`config.mk`:
```
export PLATFORM = sky130hd
export DESIGN_NAME = shield_pwr_sequencer
export DESIGN_NICKNAME = d
export VERILOG_FILES = /design/src/rtl/shield_pwr_sequencer_pkg.sv /design/src/rtl/shield_port_fsm.sv /design/src/rtl/shield_pwr_sequencer.sv
export SDC_FILE = /design/constraint.sdc
export NUM_CORES = 1
export LEC_CHECK = 0
export BUFFER_PORTS_ARGS = -buffer_cell sky130_fd_sc_hd__clkbuf_2
export CAP_MARGIN = 20
export CORE_MARGIN = 1
export CORE_UTILIZATION = 60
export DETAILED_ROUTE_END_ITERATION = 12
export GPL_TIMING_DRIVEN = 0
export PLACE_DENSITY = 0.91
export SYNTH_ARGS = -nofsm -noshare
export SYNTH_HDL_FRONTEND = slang
export SYNTH_HIERARCHICAL = 1
export SYNTH_SLANG_ARGS = --single-unit
export TNS_END_PERCENT = 20
```
`constraint.sdc`:
```
create_clock -name csi_MCLK_clk -period 3.19 [get_ports csi_MCLK_clk]
set_input_delay 0.1595 -clock csi_MCLK_clk [delete_from_list [all_inputs] [get_ports csi_MCLK_clk]]
set_output_delay 0.1595 -clock csi_MCLK_clk [all_outputs]
set_load 0.02 [all_outputs]
```
`src/rtl/shield_pwr_sequencer_pkg.sv`:
```
// Shared definitions for the shield power sequencer: port FSM states, register
// map offsets, CTRL/STATUS bit positions, reset values and a byte-lane merge helper.
package shield_pwr_sequencer_pkg;

  localparam logic [2:0] ST_OFF     = 3'd0;
  localparam logic [2:0] ST_RAMP    = 3'd1;
  localparam logic [2:0] ST_ON      = 3'd2;
  localparam logic [2:0] ST_FAULT   = 3'd3;
  localparam logic [2:0] ST_LOCKOUT = 3'd4;

  localparam logic [1:0] ADDR_CTRL   = 2'd0;
  localparam logic [1:0] ADDR_STATUS = 2'd1;
  localparam logic [1:0] ADDR_RAMP   = 2'd2;
  localparam logic [1:0] ADDR_COOL   = 2'd3;

  localparam int CTRL_A_EN     = 0;
  localparam int CTRL_B_EN     = 1;
  localparam int CTRL_A_HOE    = 8;
  localparam int CTRL_B_HOE    = 9;
  localparam int CTRL_A_LOE    = 16;
  localparam int CTRL_B_LOE    = 17;
  localparam int CTRL_A_IRQ_EN = 24;
  localparam int CTRL_B_IRQ_EN = 25;

  localparam int STAT_A_STATE_LSB = 0;
  localparam int STAT_B_STATE_LSB = 8;
  localparam int STAT_A_FAULT     = 16;
  localparam int STAT_B_FAULT     = 17;
  localparam int STAT_A_RETRY_LSB = 20;
  localparam int STAT_B_RETRY_LSB = 24;
  localparam int STAT_B_OCN       = 30;
  localparam int STAT_A_OCN       = 31;

  // Only the implemented CTRL bits are stored; the rest read back as 0.
  localparam logic [31:0] CTRL_MASK = 32'h0303_0303;
  localparam logic [31:0] RAMP_RST  = 32'd1000;
  localparam logic [31:0] COOL_RST  = 32'd50000;

  typedef struct packed {
    logic en;
    logic hoe_req;
    logic loe_req;
    logic irq_en;
  } port_ctrl_t;

  function automatic logic [31:0] be_merge(input logic [31:0] old_val,
                                           input logic [31:0] wdata,
                                           input logic [3:0]  be);
    logic [31:0] r;
    r = old_val;
    for (int i = 0; i < 4; i++) begin
      if (be[i]) r[8*i +: 8] = wdata[8*i +: 8];
    end
    return r;
  endfunction

endpackage

```
`src/rtl/shield_port_fsm.sv`:
```
// One shield port: power FSM with over-current debounce, retry count and a
// shared ramp/cooldown down-counter. Outputs are registered from the next state.
module shield_port_fsm
  import shield_pwr_sequencer_pkg::*;
#(
  parameter int DEBOUNCE  = 4,
  parameter int MAX_RETRY = 3,
  parameter int CNT_W     = 16
) (
  input  logic             clk,
  input  logic             reset,
  input  logic             en,
  input  logic             hoe_req,
  input  logic             loe_req,
  input  logic             ocn,
  input  logic [CNT_W-1:0] ramp_cycles,
  input  logic [CNT_W-1:0] cooldown_cycles,
  output logic [2:0]       state,
  output logic [1:0]       retry,
  output logic             fault_set,
  output logic             pwren,
  output logic             hoe,
  output logic             loe
);

  localparam int DEB_W = $clog2(DEBOUNCE + 1);

  logic [2:0]       state_q, state_nxt;
  logic [CNT_W-1:0] cnt_q, cnt_nxt, ramp_load, cool_load;
  logic [DEB_W-1:0] deb_q;
  logic [1:0]       retry_q, retry_nxt;
  logic             in_run, oc_qual, cnt_done;

  // Counter holds "cycles left minus one", so a programmed 0 behaves like 1.
  assign ramp_load = (ramp_cycles == '0) ? '0 : ramp_cycles - CNT_W'(1);
  assign cool_load = (cooldown_cycles == '0) ? '0 : cooldown_cycles - CNT_W'(1);
  assign cnt_done  = (cnt_q == '0);
  assign in_run    = (state_q == ST_RAMP) || (state_q == ST_ON);
  assign oc_qual   = in_run && !ocn && (deb_q >= DEB_W'(DEBOUNCE - 1));

  always_comb begin
    state_nxt = state_q;
    cnt_nxt   = cnt_q;
    retry_nxt = retry_q;
    case (state_q)
      ST_OFF: begin
        if (en) begin
          state_nxt = ST_RAMP;
          cnt_nxt   = ramp_load;
        end
      end
      ST_RAMP, ST_ON: begin
        if (!en) begin
          state_nxt = ST_OFF;
        end else if (oc_qual) begin
          state_nxt = ST_FAULT;
          cnt_nxt   = cool_load;
        end else if (state_q == ST_RAMP) begin
          if (cnt_done) state_nxt = ST_ON;
          else          cnt_nxt   = cnt_q - CNT_W'(1);
        end
      end
      ST_FAULT: begin
        if (!en) begin
          state_nxt = ST_OFF;
        end else if (cnt_done) begin
          if (retry_q < 2'(MAX_RETRY)) begin
            state_nxt = ST_RAMP;
            retry_nxt = retry_q + 2'd1;
            cnt_nxt   = ramp_load;
          end else begin
            state_nxt = ST_LOCKOUT;
          end
        end else begin
          cnt_nxt = cnt_q - CNT_W'(1);
        end
      end
      ST_LOCKOUT: begin
        if (!en) state_nxt = ST_OFF;
      end
      default: state_nxt = ST_OFF;
    endcase
    if (state_nxt == ST_OFF) retry_nxt = '0;
  end

  assign fault_set = (state_nxt == ST_FAULT) && (state_q != ST_FAULT);

  always_ff @(posedge clk) begin
    if (reset) begin
      state_q <= ST_OFF;
      cnt_q   <= '0;
      retry_q <= '0;
      deb_q   <= '0;
      pwren   <= 1'b1;
      hoe     <= 1'b0;
      loe     <= 1'b0;
    end else begin
      state_q <= state_nxt;
      cnt_q   <= cnt_nxt;
      retry_q <= retry_nxt;
      if (in_run && !ocn) begin
        if (deb_q != DEB_W'(DEBOUNCE)) deb_q <= deb_q + DEB_W'(1);
      end else begin
        deb_q <= '0;
      end
      pwren <= !((state_nxt == ST_RAMP) || (state_nxt == ST_ON));
      hoe   <= (state_nxt == ST_ON) && hoe_req;
      loe   <= (state_nxt == ST_ON) && loe_req;
    end
  end

  assign state = state_q;
  assign retry = retry_q;

endmodule

```
`src/rtl/shield_pwr_sequencer.sv`:
```
// Two-port shield power sequencer: Avalon-MM register file, sticky fault bits,
// level interrupt, and one shield_port_fsm per port.
module shield_pwr_sequencer
  import shield_pwr_sequencer_pkg::*;
#(
  parameter int DEBOUNCE  = 4,
  parameter int MAX_RETRY = 3,
  parameter int CNT_W     = 16
) (
  input  logic        csi_MCLK_clk,
  input  logic        rsi_MRST_reset,
  input  logic [1:0]  avs_ctrl_address,
  input  logic [31:0] avs_ctrl_writedata,
  output logic [31:0] avs_ctrl_readdata,
  input  logic [3:0]  avs_ctrl_byteenable,
  input  logic        avs_ctrl_write,
  input  logic        avs_ctrl_read,
  output logic        avs_ctrl_waitrequest,
  output logic        ins_OC_irq,
  input  logic        coe_A_OCN,
  input  logic        coe_B_OCN,
  output logic        coe_A_PWREN,
  output logic        coe_B_PWREN,
  output logic        coe_A_HOE,
  output logic        coe_A_LOE,
  output logic        coe_B_HOE,
  output logic        coe_B_LOE
);

  logic [31:0]      ctrl_q;
  logic             a_fault_q, b_fault_q, irq_q;
  logic [CNT_W-1:0] ramp_q, cool_q;
  port_ctrl_t       a_cfg, b_cfg;
  logic [2:0]       a_state, b_state;
  logic [1:0]       a_retry, b_retry;
  logic             a_fault_set, b_fault_set;
  logic [31:0]      ramp_wr, cool_wr, status;
  logic             wr_ctrl, wr_status, wr_ramp, wr_cool, a_w1c, b_w1c;
  logic             unused_ok;

  // Bus handshake: zero wait states; a write is taken on any edge with
  // avs_ctrl_write=1, reads are pure combinational decode of the address.
  assign avs_ctrl_waitrequest = 1'b0;

  assign wr_ctrl   = avs_ctrl_write && (avs_ctrl_address == ADDR_CTRL);
  assign wr_status = avs_ctrl_write && (avs_ctrl_address == ADDR_STATUS);
  assign wr_ramp   = avs_ctrl_write && (avs_ctrl_address == ADDR_RAMP);
  assign wr_cool   = avs_ctrl_write && (avs_ctrl_address == ADDR_COOL);
  assign a_w1c     = wr_status && avs_ctrl_byteenable[STAT_A_FAULT/8] && avs_ctrl_writedata[STAT_A_FAULT];
  assign b_w1c     = wr_status && avs_ctrl_byteenable[STAT_B_FAULT/8] && avs_ctrl_writedata[STAT_B_FAULT];
  assign ramp_wr   = be_merge(32'(ramp_q), avs_ctrl_writedata, avs_ctrl_byteenable);
  assign cool_wr   = be_merge(32'(cool_q), avs_ctrl_writedata, avs_ctrl_byteenable);

  assign a_cfg = '{en: ctrl_q[CTRL_A_EN], hoe_req: ctrl_q[CTRL_A_HOE],
                   loe_req: ctrl_q[CTRL_A_LOE], irq_en: ctrl_q[CTRL_A_IRQ_EN]};
  assign b_cfg = '{en: ctrl_q[CTRL_B_EN], hoe_req: ctrl_q[CTRL_B_HOE],
                   loe_req: ctrl_q[CTRL_B_LOE], irq_en: ctrl_q[CTRL_B_IRQ_EN]};

  always_ff @(posedge csi_MCLK_clk) begin
    if (rsi_MRST_reset) begin
      ctrl_q    <= '0;
      a_fault_q <= 1'b0;
      b_fault_q <= 1'b0;
      ramp_q    <= RAMP_RST[CNT_W-1:0];
      cool_q    <= COOL_RST[CNT_W-1:0];
      irq_q     <= 1'b0;
    end else begin
      if (wr_ctrl) ctrl_q <= be_merge(ctrl_q, avs_ctrl_writedata, avs_ctrl_byteenable) & CTRL_MASK;
      if (wr_ramp) ramp_q <= ramp_wr[CNT_W-1:0];
      if (wr_cool) cool_q <= cool_wr[CNT_W-1:0];
      // A new fault entry beats a simultaneous write-1-to-clear.
      if (a_fault_set)  a_fault_q <= 1'b1;
      else if (a_w1c)   a_fault_q <= 1'b0;
      if (b_fault_set)  b_fault_q <= 1'b1;
      else if (b_w1c)   b_fault_q <= 1'b0;
      irq_q <= (a_fault_q && a_cfg.irq_en) || (b_fault_q && b_cfg.irq_en);
    end
  end

  assign ins_OC_irq = irq_q;

  always_comb begin
    status = '0;
    status[STAT_A_STATE_LSB +: 3] = a_state;
    status[STAT_B_STATE_LSB +: 3] = b_state;
    status[STAT_A_FAULT]          = a_fault_q;
    status[STAT_B_FAULT]          = b_fault_q;
    status[STAT_A_RETRY_LSB +: 2] = a_retry;
    status[STAT_B_RETRY_LSB +: 2] = b_retry;
    status[STAT_B_OCN]            = !coe_B_OCN;
    status[STAT_A_OCN]            = !coe_A_OCN;
  end

  always_comb begin
    avs_ctrl_readdata = '0;
    case (avs_ctrl_address)
      ADDR_CTRL:   avs_ctrl_readdata = ctrl_q;
      ADDR_STATUS: avs_ctrl_readdata = status;
      ADDR_RAMP:   avs_ctrl_readdata = 32'(ramp_q);
      ADDR_COOL:   avs_ctrl_readdata = 32'(cool_q);
      default:     avs_ctrl_readdata = '0;
    endcase
  end

  assign unused_ok = &{1'b0, avs_ctrl_read, ramp_wr, cool_wr};

  shield_port_fsm #(.DEBOUNCE(DEBOUNCE), .MAX_RETRY(MAX_RETRY), .CNT_W(CNT_W)) u_port_a (
    .clk            (csi_MCLK_clk),
    .reset          (rsi_MRST_reset),
    .en             (a_cfg.en),
    .hoe_req        (a_cfg.hoe_req),
    .loe_req        (a_cfg.loe_req),
    .ocn            (coe_A_OCN),
    .ramp_cycles    (ramp_q),
    .cooldown_cycles(cool_q),
    .state          (a_state),
    .retry          (a_retry),
    .fault_set      (a_fault_set),
    .pwren          (coe_A_PWREN),
    .hoe            (coe_A_HOE),
    .loe            (coe_A_LOE)
  );

  shield_port_fsm #(.DEBOUNCE(DEBOUNCE), .MAX_RETRY(MAX_RETRY), .CNT_W(CNT_W)) u_port_b (
    .clk            (csi_MCLK_clk),
    .reset          (rsi_MRST_reset),
    .en             (b_cfg.en),
    .hoe_req        (b_cfg.hoe_req),
    .loe_req        (b_cfg.loe_req),
    .ocn            (coe_B_OCN),
    .ramp_cycles    (ramp_q),
    .cooldown_cycles(cool_q),
    .state          (b_state),
    .retry          (b_retry),
    .fault_set      (b_fault_set),
    .pwren          (coe_B_PWREN),
    .hoe            (coe_B_HOE),
    .loe            (coe_B_LOE)
  );

endmodule
```
* Word level (Yosys, flattened, before mapping)
Index checks and enable logic that the tools add are counted.
Storage, ports and cells: output and inout port bits 40, bits in registers 97, input bits 44, logic and storage cells 176
Cells by class: eq/ne operators 33, bitwise gates (word level) 2, add/sub/neg operators 8, multiplexer cells 45, reductions and logical operators 59, $lt $le $gt $ge 4
Operators by type and width (number):
- 16-bit 2-to-1 mux | 18
- 32-bit one-hot mux with 4 select lines | 1
- 16-bit one-hot mux with 3 select lines | 2
- 16-bit zero test | 4
- 16-bit by 1-bit subtractor with 16-bit output, second input constant | 4
- 3-bit 2-to-1 mux | 18
- 3-bit by 2-bit equality test with 1-bit output, second input constant | 8
- 3-bit one-hot mux with 4 select lines | 2
- 1-bit logical AND | 19
- 2-bit AND reduction | 8
- 7-bit AND reduction | 2
- 3-bit by 1-bit equality test with 1-bit output, second input constant | 4
- 3-bit zero test | 4
- 2-bit inequality test, second input constant | 6
- 3-bit by 2-bit inequality test with 1-bit output, second input constant | 4
- 3-bit inequality test, second input constant | 4
- 2-bit OR reduction | 6
- 4-bit AND reduction | 2
- 3-bit by 1-bit adder with 3-bit output, second input constant | 2
- 3-bit equality test, second input constant | 2
- 3-bit by 2-bit >= comparator with 1-bit output, second input constant | 2
- 3-bit by 1-bit inequality test with 1-bit output, second input constant | 2
- 3-bit nonzero test | 2
- 1-bit logical OR | 5
- 9 further kinds | 20

* Logic depth before layout (Yosys ltp)
depth after elaboration 10, gate-level depth with buffers 11, gate-level depth less buffers 9

* By module
Netlist, hierarchy kept.
By module, submodules not included:
- shield_pwr_sequencer | instances 1, cells an instance 243, area an instance 2408.6 um2, seq. area each 860.8 um2
- shield_port_fsm (u_port_b) | instances 1, cells an instance 296, area an instance 2285.9 um2, seq. area each 540.5 um2
- shield_port_fsm (u_port_a) | instances 1, cells an instance 290, area an instance 2283.4 um2, seq. area each 540.5 um2

* Worst setup path after synthesis
No wires, ideal clock.
path kind reg2reg, start point register u_port_a.cnt_q[0], end point register u_port_a.cnt_q[5], required time 3.057 ns, cell stages (with the launch flop) 12, buffers on the path 3, setup slack 0.723 ns, data arrival time 2.334 ns, clock period less this slack 2.467 ns, cell sequence dfxtp_1 -> inv_1 -> ha_1 -> or4b_4 -> buf_6 -> nor4_4 -> o32a_1 -> buf_6 -> buf_6 -> o22ai_1 -> a211oi_2 -> nor3_1
Between the ends: longest elaborated chain between the ends 6, elaborated cells between the ends (all ways) 12, classes of those cells add/sub (1); eq/ne (2); mux (7); reduce/logical (2)
Ends and longest elaborated chain:
- start, declared | line shield_port_fsm.sv:29 | logic [CNT_W-1:0] cnt_q, cnt_nxt, ramp_load, cool_load;
- start signal, assigned | line shield_port_fsm.sv:99 | cnt_q <= cnt_nxt;
- 16-bit by 1-bit subtractor with 16-bit output | line shield_port_fsm.sv:60, shield_port_fsm.sv:75
- 16-bit 2-to-1 mux | line shield_port_fsm.sv:59 | if (cnt_done) state_nxt = ST_ON;
- 16-bit 2-to-1 mux | line shield_port_fsm.sv:58 | end else if (state_q == ST_RAMP) begin
- 16-bit 2-to-1 mux | line shield_port_fsm.sv:55 | end else if (oc_qual) begin
- 16-bit 2-to-1 mux | line shield_port_fsm.sv:53 | if (!en) begin
- 16-bit one-hot mux with 3 select lines | line shield_port_fsm.sv:45 | case (state_q)
Several ways; a longest one is shown, not always the timed one. The select of a mux whose other input is x is not followed. A chain may end at the register's enable or synchronous reset.

* Worst setup path after layout
start point register u_port_a.cnt_q[0], end point register a_fault_q
Between the ends: longest elaborated chain between the ends 9, elaborated cells between the ends (all ways) 12, classes of those cells eq/ne (1); mux (8); reduce/logical (3)
Ends and longest elaborated chain:
- 16-bit zero test * | line shield_port_fsm.sv:37 | assign cnt_done = (cnt_q == '0);
- 3-bit 2-to-1 mux | line shield_port_fsm.sv:59
- 3-bit 2-to-1 mux | line shield_port_fsm.sv:58
- 3-bit 2-to-1 mux | line shield_port_fsm.sv:55
- 3-bit 2-to-1 mux | line shield_port_fsm.sv:53
- 3-bit one-hot mux with 4 select lines * | line shield_port_fsm.sv:45
- 3-bit by 2-bit equality test with 1-bit output * | line shield_port_fsm.sv:86 | assign fault_set = (state_nxt == ST_FAULT) && (state_q != ST_FAULT);
- 1-bit logical AND * | line shield_port_fsm.sv:86
- named net a_fault_set | line shield_pwr_sequencer.sv:36 | logic a_fault_set, b_fault_set;
- 1-bit 2-to-1 mux or 2-bit nonzero test (tied branches)
- end signal, assigned | line shield_pwr_sequencer.sv:62 | a_fault_q <= 1'b0;
- end signal, assigned | line shield_pwr_sequencer.sv:72 | if (a_fault_set) a_fault_q <= 1'b1;
- end signal, assigned | line shield_pwr_sequencer.sv:73 | else if (a_w1c) a_fault_q <= 1'b0;
- end, declared | line shield_pwr_sequencer.sv:31 | logic a_fault_q, b_fault_q, irq_q;
The timed path passes the listed nets; every way through them passes the cells marked *.

==> results.md <==
- The register share of total power is 45.6%.
- At the worst endpoint, the required time is 3470 ps.
- Setup violations remaining at the end of the flow were counted as 0.
- The tightest hold path in the finished design has a slack of 12.4 ps.
- At the worst endpoint, the arrival time is 3230 ps.
- Per report_power, the clock group accounts for 39.0% of the total.
- The total overflow left after global routing is 0.
- The floorplan step defined a die boundary enclosing 12100 um2.
- The average wire length per cell after detail routing is 18.8 um.
- The sum of internal, switching and leakage power is 2.80 mW.
- The top cell types in the final layout, fill and taps aside, are sky130_fd_sc_hd__nor2_1, sky130_fd_sc_hd__dfxtp_1, sky130_fd_sc_hd__clkbuf_2.
- The largest family of logic cells by synthesized area is simple AND/OR/NAND/NOR gates.
- The number of max-cap violations is 0.
- The total global routing track utilization is 34.0%.
- For this configuration, the core starts out at a cell density of 61.4%.
- Clock tree synthesis selected as its root buffer the cell sky130_fd_sc_hd__clkbuf_16.
- The worst path buffer plus inverter count is 2.
- Of the total synthesized cell area, the portion taken by AND, OR, NAND and NOR gates is 29.5%.
- The later pin in the worst-skew pair is clocked with a latency of 370 ps.
- The end-of-flow core utilization is 68.5%.
- The origin of the critical flop-to-flop path is u_port_a/cnt_q[0]$_SDFFE_PP0P_.
- The transition time at the pin with the least slew margin is 921 ps.
- Each instance of the synthesized netlist takes up on average 8.42 um2.
- After detailed routing, the number of vias per cell comes to 6.36.
- The internal power of the cells totals 1.97 mW.
- Setup repair after global routing left no endpoint under its margin.
- The HPWL reported at the end of detailed placement is 14700 um.
- Dividing total power by cell area gives a power density of 359 nW/um2.
- Grouping stages by cell kind, the critical path spends the most delay in simple AND/OR/NAND/NOR gates.
- The core region is 11400 um2.
- Clock skew on the completed layout was measured at 12.5 ps.
- The power share of the combinational group is 15.4%.
- The post-synthesis instance area is 6980 um2.
- The clock period could shrink to 2950 ps.
- The critical path is of the flip-flop to flip-flop type.
- The TritonCTS clock tree is done.
- Counting the fill cells in the layout gives 890.
- The via count of the first global-routing pass came to 6260.
- The most common cell after layout, fill and taps aside is sky130_fd_sc_hd__nor2_1.
- The number of clock sinks is 97.
- The register-to-register setup slack is 240 ps.
- For this block, the routed nets add up to 19900 um of wire.
- The worst max-slew margin expressed relative to the limit is 38.3%.
- Walking the worst path, the cells encountered are inv_1 -> ha_1 -> or4b_4 -> buf_6 -> nor4_4 -> o21a_1 -> o211ai_1 -> nor3_2 -> nor2_1 -> a311oi_1.
- The number of antenna cells inserted is 0.
- The count of nets after finishing is 966.
- The post-CTS setup repair buffer count is 0.
- Yosys printed 6 warnings.
- The highest attainable clock frequency is 0.339 GHz.
- Among all stages on the critical path, the largest delay is contributed by sky130_fd_sc_hd__or4b_4.
- The type of the most critical hold path is input pin to flip-flop.
- The switching share of power is 29.7%.
- The depth of the worst register-to-register path is 10.
- The vertical die dimension is 110 um.
- The wire length of the first global-routing pass is 30800 um.
- The number of buffers created by CTS is 9.
- The width of the die is 110 um.
- The portion of synthesized area spent on multiplexers is 10.7%.
- On the worst path, the slowest cell contributes a delay of 480 ps.
- The post-detailed-route count of antenna-violating nets is 0.
- The H-tree was split into 3 levels.
- Summed over all cells, the static leakage comes to 2.96 nW.
- The count of vias placed by the detailed router is 6718.
- STA classifies the critical path endpoint as a flip-flop.
- Entering global routing, the biggest net connects 20 pins.
- The pre-antenna-repair detailed-routing pass consisted of 5 iterations.
- Of all nets on the critical path, the largest fanout is 8.
- For this block, the initial DRC count from the detailed router was 656.
- Of all cell types, the one taking the most synthesized area is sky130_fd_sc_hd__dfxtp_1.
- The worst path uses 92.4% of the clock period.
- The multi-input combinational cells in the finished layout cover a total of 4610 um2.
- Buffers placed on the I/O ports in this run total 60.
- The share of Yosys cell area claimed by the top area cell type is 27.8%.
- The xor-xnor portion of the synthesized cell area is 8.54%.
- Cells with a size suffix above 1 make up 18.0% of the layout.
- The distinct cell type count after synthesis is 82.
- The worst setup path startpoint is u_port_a/cnt_q[0]$_SDFFE_PP0P_.
- Ranked by total cell area, the synthesized netlist is headed by sky130_fd_sc_hd__dfxtp_1, sky130_fd_sc_hd__mux2i_1, sky130_fd_sc_hd__nor2_1, sky130_fd_sc_hd__nand2b_1, sky130_fd_sc_hd__xnor2_1.
- The initial antenna violation count is 0.
- The final hold violation count is 0.
- Summed over all nets, the switching power comes to 0.832 mW.
- The flop and latch count out of synthesis is 97.
- The instance count on the critical path is 10.
- 84 I/O pins were placed.
- Buffers inserted to repair hold after CTS numbered 0.
- The end of the worst register-to-register path is a_fault_q$_SDFFE_PP0P_.
- The async set-or-reset flop fraction in the synthesized netlist is 0%.
- The total negative slack is 0 ps.
- The end point of the critical path is a_fault_q$_SDFFE_PP0P_.
- The clock transition at the register clock pins on the worst setup and hold paths after CTS is 80 ps.
- Across the whole layout, storage elements account for 1940 um2.
- Counting flops with a built-in enable in the synthesized netlist gives 0.
- The count of pins over their slew limit is 0.
- The worst setup path is launched from a flip-flop.
- The number of standard cells after synthesis is 829.
- The number of remaining DRC errors is 0.
- The global placer's final weighted congestion is 0.971.
- The run finished with clean final reports.
- After Yosys synthesis, full adders, half adders and majority gates account for 2.51% of the synthesized area.
- The sequential fraction of the synthesis area is 27.8%.
- The most common flop cell mapped by yosys is sky130_fd_sc_hd__dfxtp_1.
- The maximum clock path buffer count is 2.
- The area growth from synthesis to layout is 11.6%.
- The share of the synthesized area in compound gates (AO/OA/AOI/OAI) is 14.4%.
- The number of standard-cell rows in the floorplan is 39.
- The peak ir drop on the vdd network is 0.419 mV.
routing by layer:
layer / global-route usage, % / vias up / wire length, um
li1: - / 3137 / -
met1: 41.2 / 3120 / 7820
met2: 53.3 / 376 / 9110
met3: 9.37 / 85 / 1900
met4: 20.6 / 0 / 1050
met5: 0 / - / 0
stage by stage:
step           std cells  worst slack (ps)  instance area (um2)
6_report            1056               244                 7790
5_1_grt             1056              41.4                 7790
3_3_place_gp        1040               286                 7490
3_5_place_dp        1040               146                 7490
2_1_floorplan        837               723                 7010
4_1_cts             1056               150                 7780
sequential cells by signal, summed over array words and instances (netlist names), 2 cells and up:
signal,count
u_port_b/retry,2
u_port_a/cnt_q,16
u_port_b/deb_q,3
u_port_b/cnt_q,16
u_port_b/state,3
ctrl_q,8
u_port_a/deb_q,3
ramp_q,16
cool_q,16
u_port_a/retry,2
u_port_a/state,3
what timing repair did:
action,in CTS,in global routing
gates resized for setup,0,1
endpoints found under the hold margin,0,0
endpoints found under the setup margin,0,1
Yosys cell counts, types with 3 or more instances:
cell	instances
sky130_fd_sc_hd__a211oi_1	20
sky130_fd_sc_hd__a211oi_2	5
sky130_fd_sc_hd__a21oi_1	25
sky130_fd_sc_hd__a221oi_2	3
sky130_fd_sc_hd__a22o_1	3
sky130_fd_sc_hd__a22oi_1	4
sky130_fd_sc_hd__a311oi_1	4
sky130_fd_sc_hd__a31oi_1	5
sky130_fd_sc_hd__and2_1	5
sky130_fd_sc_hd__and4_1	3
sky130_fd_sc_hd__and4b_1	3
sky130_fd_sc_hd__and4bb_2	4
sky130_fd_sc_hd__buf_2	13
sky130_fd_sc_hd__buf_4	14
sky130_fd_sc_hd__buf_6	10
sky130_fd_sc_hd__clkbuf_1	20
sky130_fd_sc_hd__dfxtp_1	97
sky130_fd_sc_hd__ha_1	14
sky130_fd_sc_hd__inv_1	26
sky130_fd_sc_hd__mux2i_1	60
sky130_fd_sc_hd__mux4_2	4
sky130_fd_sc_hd__nand2_1	29
sky130_fd_sc_hd__nand2b_1	60
sky130_fd_sc_hd__nand3_1	6
sky130_fd_sc_hd__nand3b_1	4
sky130_fd_sc_hd__nand4_1	3
sky130_fd_sc_hd__nor2_1	101
sky130_fd_sc_hd__nor2b_1	18
sky130_fd_sc_hd__nor3_1	40
sky130_fd_sc_hd__nor3b_1	6
sky130_fd_sc_hd__nor4_1	22
sky130_fd_sc_hd__nor4b_1	6
sky130_fd_sc_hd__o21ai_0	14
sky130_fd_sc_hd__o21ai_1	3
sky130_fd_sc_hd__o21bai_1	3
sky130_fd_sc_hd__o22ai_1	21
sky130_fd_sc_hd__o31ai_1	3
sky130_fd_sc_hd__or2_2	7
sky130_fd_sc_hd__or3_1	13
sky130_fd_sc_hd__or4_1	10
sky130_fd_sc_hd__or4_4	3
sky130_fd_sc_hd__xnor2_1	39
sky130_fd_sc_hd__xor2_1	29
worst min path at each step:
stage,start,endpoint,slack [ps],cells past startpoint
2_1_floorplan,rsi_MRST_reset,u_port_b/state[1]$_SDFF_PP0_,250,1
3_3_place_gp,avs_ctrl_writedata[16],a_fault_q$_SDFFE_PP0P_,390,2
3_5_place_dp,avs_ctrl_writedata[17],b_fault_q$_SDFFE_PP0P_,390,2
4_1_cts,avs_ctrl_writedata[17],b_fault_q$_SDFFE_PP0P_,1,2
5_1_grt,avs_ctrl_writedata[17],b_fault_q$_SDFFE_PP0P_,10,2
6_report,avs_ctrl_writedata[17],b_fault_q$_SDFFE_PP0P_,10,2
cells by family (layout without fill, tap and decap cells):
family	Yosys count	after routing
mux	68	68
simple gates	359	359
compound gates	138	138
other cells	1	9
fa+ha+maj	14	14
flops	97	97
buf+inv	84	160
xor+xnor	68	68
cell type report:
type                    count  area share [%]
repair buffers             60            3.86
well taps                 143            2.30
clock buffers               9            2.89
clock inverters             7           0.900
multi-input cells         656            59.2
plain buffers              58            4.66
flip-flops and latches     97            24.9
inverters                  26            1.25
power groups by stage:
stage               Combinational (mW)  Clock (mW)  Sequential (mW)
CTS                              0.424        1.10             1.27
floorplan                        0.319           0             1.28
detailed placement               0.420           0             1.30
global placement                 0.412           0             1.30
global route                     0.467        1.15             1.28
finish                           0.432        1.09             1.28
Power figures use the tool's default switching activity.
